<file path="config.mk">
export PLATFORM = sky130hd
export DESIGN_NAME = wbicape_warmboot
export DESIGN_NICKNAME = d
export VERILOG_FILES = /design/src/rtl/wbicape_warmboot.sv
export SDC_FILE = /design/constraint.sdc
export NUM_CORES = 1
export LEC_CHECK = 0
export ABC_AREA = 1
export CAP_MARGIN = 30
export CELL_PAD_IN_SITES_DETAIL_PLACEMENT = 1
export CELL_PAD_IN_SITES_GLOBAL_PLACEMENT = 1
export CORE_UTILIZATION = 29
export DETAILED_ROUTE_END_ITERATION = 16
export PLACE_DENSITY = 0.79
export SETUP_SLACK_MARGIN = 0.1
export SLEW_MARGIN = 20
export SYNTH_ARGS = -nofsm -noshare
export SYNTH_HDL_FRONTEND = slang
export SYNTH_SLANG_ARGS = --single-unit
</file>
<file path="constraint.sdc">
create_clock -name i_clk -period 2.1 [get_ports i_clk]
set_clock_uncertainty 0.15 [all_clocks]
set_input_delay 0.315 -clock i_clk [delete_from_list [all_inputs] [get_ports i_clk]]
set_output_delay 0.315 -clock i_clk [all_outputs]
set_load 0.02 [all_outputs]
</file>
<file path="src/rtl/wbicape_warmboot.sv">
// Warm-boot sequencer: writes WBSTAR, then IPROG to CMD, on the ICAPE2 wishbone slave.
// Optional feature macro WBICAPE_VERIFY_EN: read WBSTAR back and compare before IPROG.
module wbicape_warmboot #(
    parameter int          LGTIMEOUT   = 10,
    parameter logic [4:0]  WBSTAR_ADDR = 5'h10,
    parameter logic [4:0]  CMD_ADDR    = 5'h04,
    parameter logic [31:0] IPROG_CMD   = 32'h0f
) (
    input  logic        i_clk,
    input  logic        i_areset_n,
    input  logic        i_reboot_stb,
    input  logic [31:0] i_reboot_addr,
    output logic        o_busy,
    output logic        o_err,
    output logic        o_wb_cyc,
    output logic        o_wb_stb,
    output logic        o_wb_we,
    output logic [4:0]  o_wb_addr,
    output logic [31:0] o_wb_data,
    input  logic        i_wb_ack,
    input  logic        i_wb_stall,
    input  logic [31:0] i_wb_data
);

    localparam logic [2:0] S_IDLE    = 3'd0;
    localparam logic [2:0] S_WR_STAR = 3'd1;
    localparam logic [2:0] S_PRE_CMD = 3'd2;
    localparam logic [2:0] S_WR_CMD  = 3'd3;
`ifdef WBICAPE_VERIFY_EN
    localparam logic [2:0] S_PRE_RD  = 3'd4;
    localparam logic [2:0] S_RD_STAR = 3'd5;
`endif

    localparam logic [LGTIMEOUT-1:0] CNT_ONE = {{(LGTIMEOUT-1){1'b0}}, 1'b1};
    // Last count before expiry; an ack in that cycle still completes the access.
    localparam logic [LGTIMEOUT-1:0] TO_LAST = {{(LGTIMEOUT-1){1'b1}}, 1'b0};

    logic [2:0]           state_q, state_d;
    logic [31:0]          addr_q, addr_d;
    logic                 busy_q, busy_d;
    logic                 err_q, err_d;
    logic                 cyc_q, cyc_d;
    logic                 stb_q, stb_d;
    logic                 we_q, we_d;
    logic [4:0]           wbaddr_q, wbaddr_d;
    logic [31:0]          wbdata_q, wbdata_d;
    logic [LGTIMEOUT-1:0] cnt_q, cnt_d;

    logic done;
    logic timeout;

    assign done    = cyc_q && i_wb_ack;
    assign timeout = cyc_q && !i_wb_ack && (cnt_q == TO_LAST);

`ifndef WBICAPE_VERIFY_EN
    logic unused_rdata;
    assign unused_rdata = ^i_wb_data;
`endif

    always_comb begin
        state_d  = state_q;
        addr_d   = addr_q;
        busy_d   = busy_q;
        err_d    = err_q;
        cyc_d    = cyc_q;
        stb_d    = stb_q;
        we_d     = we_q;
        wbaddr_d = wbaddr_q;
        wbdata_d = wbdata_q;
        cnt_d    = cnt_q;

        if (stb_q && !i_wb_stall) begin
            stb_d = 1'b0;
        end
        if (cyc_q && !i_wb_ack) begin
            cnt_d = cnt_q + CNT_ONE;
        end

        unique case (state_q)
            S_IDLE: begin
                if (i_reboot_stb) begin
                    addr_d   = i_reboot_addr;
                    err_d    = 1'b0;
                    busy_d   = 1'b1;
                    cyc_d    = 1'b1;
                    stb_d    = 1'b1;
                    we_d     = 1'b1;
                    wbaddr_d = WBSTAR_ADDR;
                    wbdata_d = i_reboot_addr;
                    cnt_d    = '0;
                    state_d  = S_WR_STAR;
                end
            end
            S_WR_STAR: begin
                if (done) begin
                    cyc_d = 1'b0;
                    stb_d = 1'b0;
`ifdef WBICAPE_VERIFY_EN
                    state_d = S_PRE_RD;
`else
                    state_d = S_PRE_CMD;
`endif
                end
            end
`ifdef WBICAPE_VERIFY_EN
            S_PRE_RD: begin
                cyc_d    = 1'b1;
                stb_d    = 1'b1;
                we_d     = 1'b0;
                wbaddr_d = WBSTAR_ADDR;
                wbdata_d = '0;
                cnt_d    = '0;
                state_d  = S_RD_STAR;
            end
            S_RD_STAR: begin
                if (done) begin
                    cyc_d = 1'b0;
                    stb_d = 1'b0;
                    if (i_wb_data == addr_q) begin
                        state_d = S_PRE_CMD;
                    end else begin
                        err_d   = 1'b1;
                        busy_d  = 1'b0;
                        state_d = S_IDLE;
                    end
                end
            end
`endif
            S_PRE_CMD: begin
                cyc_d    = 1'b1;
                stb_d    = 1'b1;
                we_d     = 1'b1;
                wbaddr_d = CMD_ADDR;
                wbdata_d = IPROG_CMD;
                cnt_d    = '0;
                state_d  = S_WR_CMD;
            end
            S_WR_CMD: begin
                if (done) begin
                    cyc_d   = 1'b0;
                    stb_d   = 1'b0;
                    busy_d  = 1'b0;
                    state_d = S_IDLE;
                end
            end
            default: begin
                cyc_d   = 1'b0;
                stb_d   = 1'b0;
                busy_d  = 1'b0;
                state_d = S_IDLE;
            end
        endcase

        // Expiry abandons the whole sequence, whatever access was running.
        if (timeout) begin
            cyc_d   = 1'b0;
            stb_d   = 1'b0;
            err_d   = 1'b1;
            busy_d  = 1'b0;
            state_d = S_IDLE;
        end
    end

    always_ff @(posedge i_clk or negedge i_areset_n) begin
        if (!i_areset_n) begin
            state_q  <= S_IDLE;
            addr_q   <= '0;
            busy_q   <= 1'b0;
            err_q    <= 1'b0;
            cyc_q    <= 1'b0;
            stb_q    <= 1'b0;
            we_q     <= 1'b0;
            wbaddr_q <= '0;
            wbdata_q <= '0;
            cnt_q    <= '0;
        end else begin
            state_q  <= state_d;
            addr_q   <= addr_d;
            busy_q   <= busy_d;
            err_q    <= err_d;
            cyc_q    <= cyc_d;
            stb_q    <= stb_d;
            we_q     <= we_d;
            wbaddr_q <= wbaddr_d;
            wbdata_q <= wbdata_d;
            cnt_q    <= cnt_d;
        end
    end

    assign o_busy    = busy_q;
    assign o_err     = err_q;
    assign o_wb_cyc  = cyc_q;
    assign o_wb_stb  = stb_q;
    assign o_wb_we   = we_q;
    assign o_wb_addr = wbaddr_q;
    assign o_wb_data = wbdata_q;

endmodule

</file>
==> metrics.cfg <==
[placement]
gp_congestion=0.7406
placed_cell_area_um2=3099
post-place-ws_ns=0.1648
dpl.hpwl_um=4458
io_buffers=75

[synthesis]
synth-seq-cells=51
ys_top_cells_by_count=51 x dfrtp_1, 39 x nand2_1, 28 x a22o_1
synth_edf_count=0
async_reset_ff_share_pct=100.0
synth_area_leaders=dfrtp_1 57%, a22o_1 11%, nand2_1 6.5%
syn_area_um2=2238
ys_warn_count=0
synth-seq-area-share_pct=57.02
synth_most_common_cell=dfrtp_1
ys_types=29
syn_area_per_cell_um2=10.51
yosysTopAreaCell=dfrtp_1
synth_top_area_share_pct=57.02
syn_inst=213
ys.flop_type=dfrtp_1

[sta]
rsz0062_at_grt=no
setup_viol=0
drv_slew=0
fin_ws_ns=0.2763
hold_ws_ns=0.3235
finalHoldViolations=0
layout_min_cycle_time_ns=1.824
period_share_pct=86.84
tns_ns=0
fmax_mhz=548.3

[clock_tree]
clockBufferDepth=2
clk_pin_slew_ns=0.10
root_buffer=clkbuf_8
cts.sinks=51
htreeDepth=2
cts_made_buffers=5
clkLatencyLatePin_ns=0.30
cts_tree=done

[critical_path]
cpPeakStageDelay_ns=0.63
criticalPathCategory=flop to output pin
cp-end-kind=output pin
worstPathArrival_ns=1.36
cp_max_fo=5
crit_family=buffers and inverters
crit_path_start_kind=flop
crit_buf_inv=1
cp_cell_sequence=clkdlybuf4s50_1
crit_required_ns=1.63
cp_slowest_cell=clkdlybuf4s50_1

[finish]
layout.nets=369
synthToLayoutAreaGrowth_pct=44.49
n_fill_cell=831
diodes=0
drive_above_1_share_pct=9.153
multi_input_comb_area_um2=813.3
finish.instance_area_um2=3234
final-seq-area_um2=1276

[power]
powerDensity_nw_per_um2=1295
vdd_drop_max_v=0.0005668
p_leak_nw=1.465

[floorplanning]
core_area_um2=7370
die-area_um2=8074
pin_count=111
die_x_um=89.86
row_count=31
die_h_um=89.86
start_util_pct=30.37

[flow_run]
cap_viol_max_count=0

[global_route]
grt.total_usage_pct=15.59
grt_max_degree=34
grt_pass1_vias=2028
busiest_layer=met2
grt-ovfl-total=0
met1_usage_pct=17.75
antenna_found_initial=0
grt_pass1_wl_um=10060
met2_usage_pct=29.10
met3_usage_pct=3.723

[detailed_routing]
drtIter0Drc=31
drtAntennaViolNets=0
drc=0
via_count=1816
vias_per_cell=4.609
drt-pass1-iter-count=4
wirelength_um=5872
wl_per_cell_um=14.90

[min_path]
hp-class=flop to flop

[outcome]
status=complete, no violations

-- metrics by stage --
step,instances,utilization [%],power (mW)
after detailed placement,385,42.05,3.489
after CTS,394,43.84,4.244
after global placement,385,42.05,3.406
after global routing,394,43.89,4.465
after floorplan,215,-,2.667
final,394,43.89,4.188
-- cell usage in the layout (no fill, tap or decap), drive strengths merged, types with 6 or more instances in the layout --
cell type,n
nor2,24
clkdlybuf4s50,74
inv,25
buf,6
a22o,28
clkbuf,6
dfrtp,51
ha,6
nand3,7
nand2,40
-- tightest hold or removal path: stages (launching register included) --
cell     delay (ns)
dfrtp_1        0.35
nand2_1        0.05
nand2_1        0.04
-- cells by family after synthesis --
logic type      count (synthesis)  synth area share [%]
compound gates                 44                 15.93
fa+ha+maj                       6                 3.354
simple gates                   76                 15.76
buf+inv                        33                 6.987
flops                          51                 57.01
xor+xnor                        2                0.7827
other cells                     1                0.1675
-- path summary, 6_finish.rpt --
path / from / slack (ns) / endpoint / cells after the start
max reg2reg: state_q[0] / 0.29 / o_wb_data[17] / 7
min: o_busy / 0.32 / o_busy / 2
max in group asynchronous: i_areset_n / 0.93 / cnt_q[9] / 3
min reg2reg: o_busy / 0.32 / o_busy / 2
max: o_wb_cyc / 0.28 / o_wb_cyc / 1
min in group asynchronous: i_areset_n / 0.33 / o_busy / 2
-- cell type report --
type / count / area share (%)
Tap cell: 99 / 3.830
Inverter: 24 / 2.785
Multi-Input combinational cell: 131 / 25.15
Clock buffer: 6 / 2.553
Timing Repair Buffer: 81 / 25.03
Sequential cell: 51 / 39.46
Clock inverter: 2 / 1.199
-- where the power goes --
part / internal (mW) / switching (mW) / leakage [nW]
registers: 1.25 / 0.185 / 0.657
clock network: 0.392 / 0.343 / 0.0618
logic: 0.905 / 1.11 / 0.746
total: 2.55 / 1.64 / 1.46
-- state kept, by name (all words and copies together) (netlist names) --
name       cells
cnt_q         10
o_busy         1
o_err          1
o_wb_addr      2
o_wb_cyc       1
o_wb_data     32
o_wb_stb       1
o_wb_we        1
state_q        2
-- metal layers --
metal	part of all wire, %	wire length [um]
met5	0	0
met4	1.0	59
met3	4.4	259
met2	51	3019
met1	43	2533
-- repair_timing --
| action | CTS | global route |
|---|---|---|
| gates resized for setup | 0 | 1 |
| hold endpoints to repair | 18 | 0 |
| hold buffers | 1 | 0 |
| endpoints found under the setup margin | 0 | 1 |
| buffers inserted | 0 | 0 |
(Power assumes the default switching activity.)
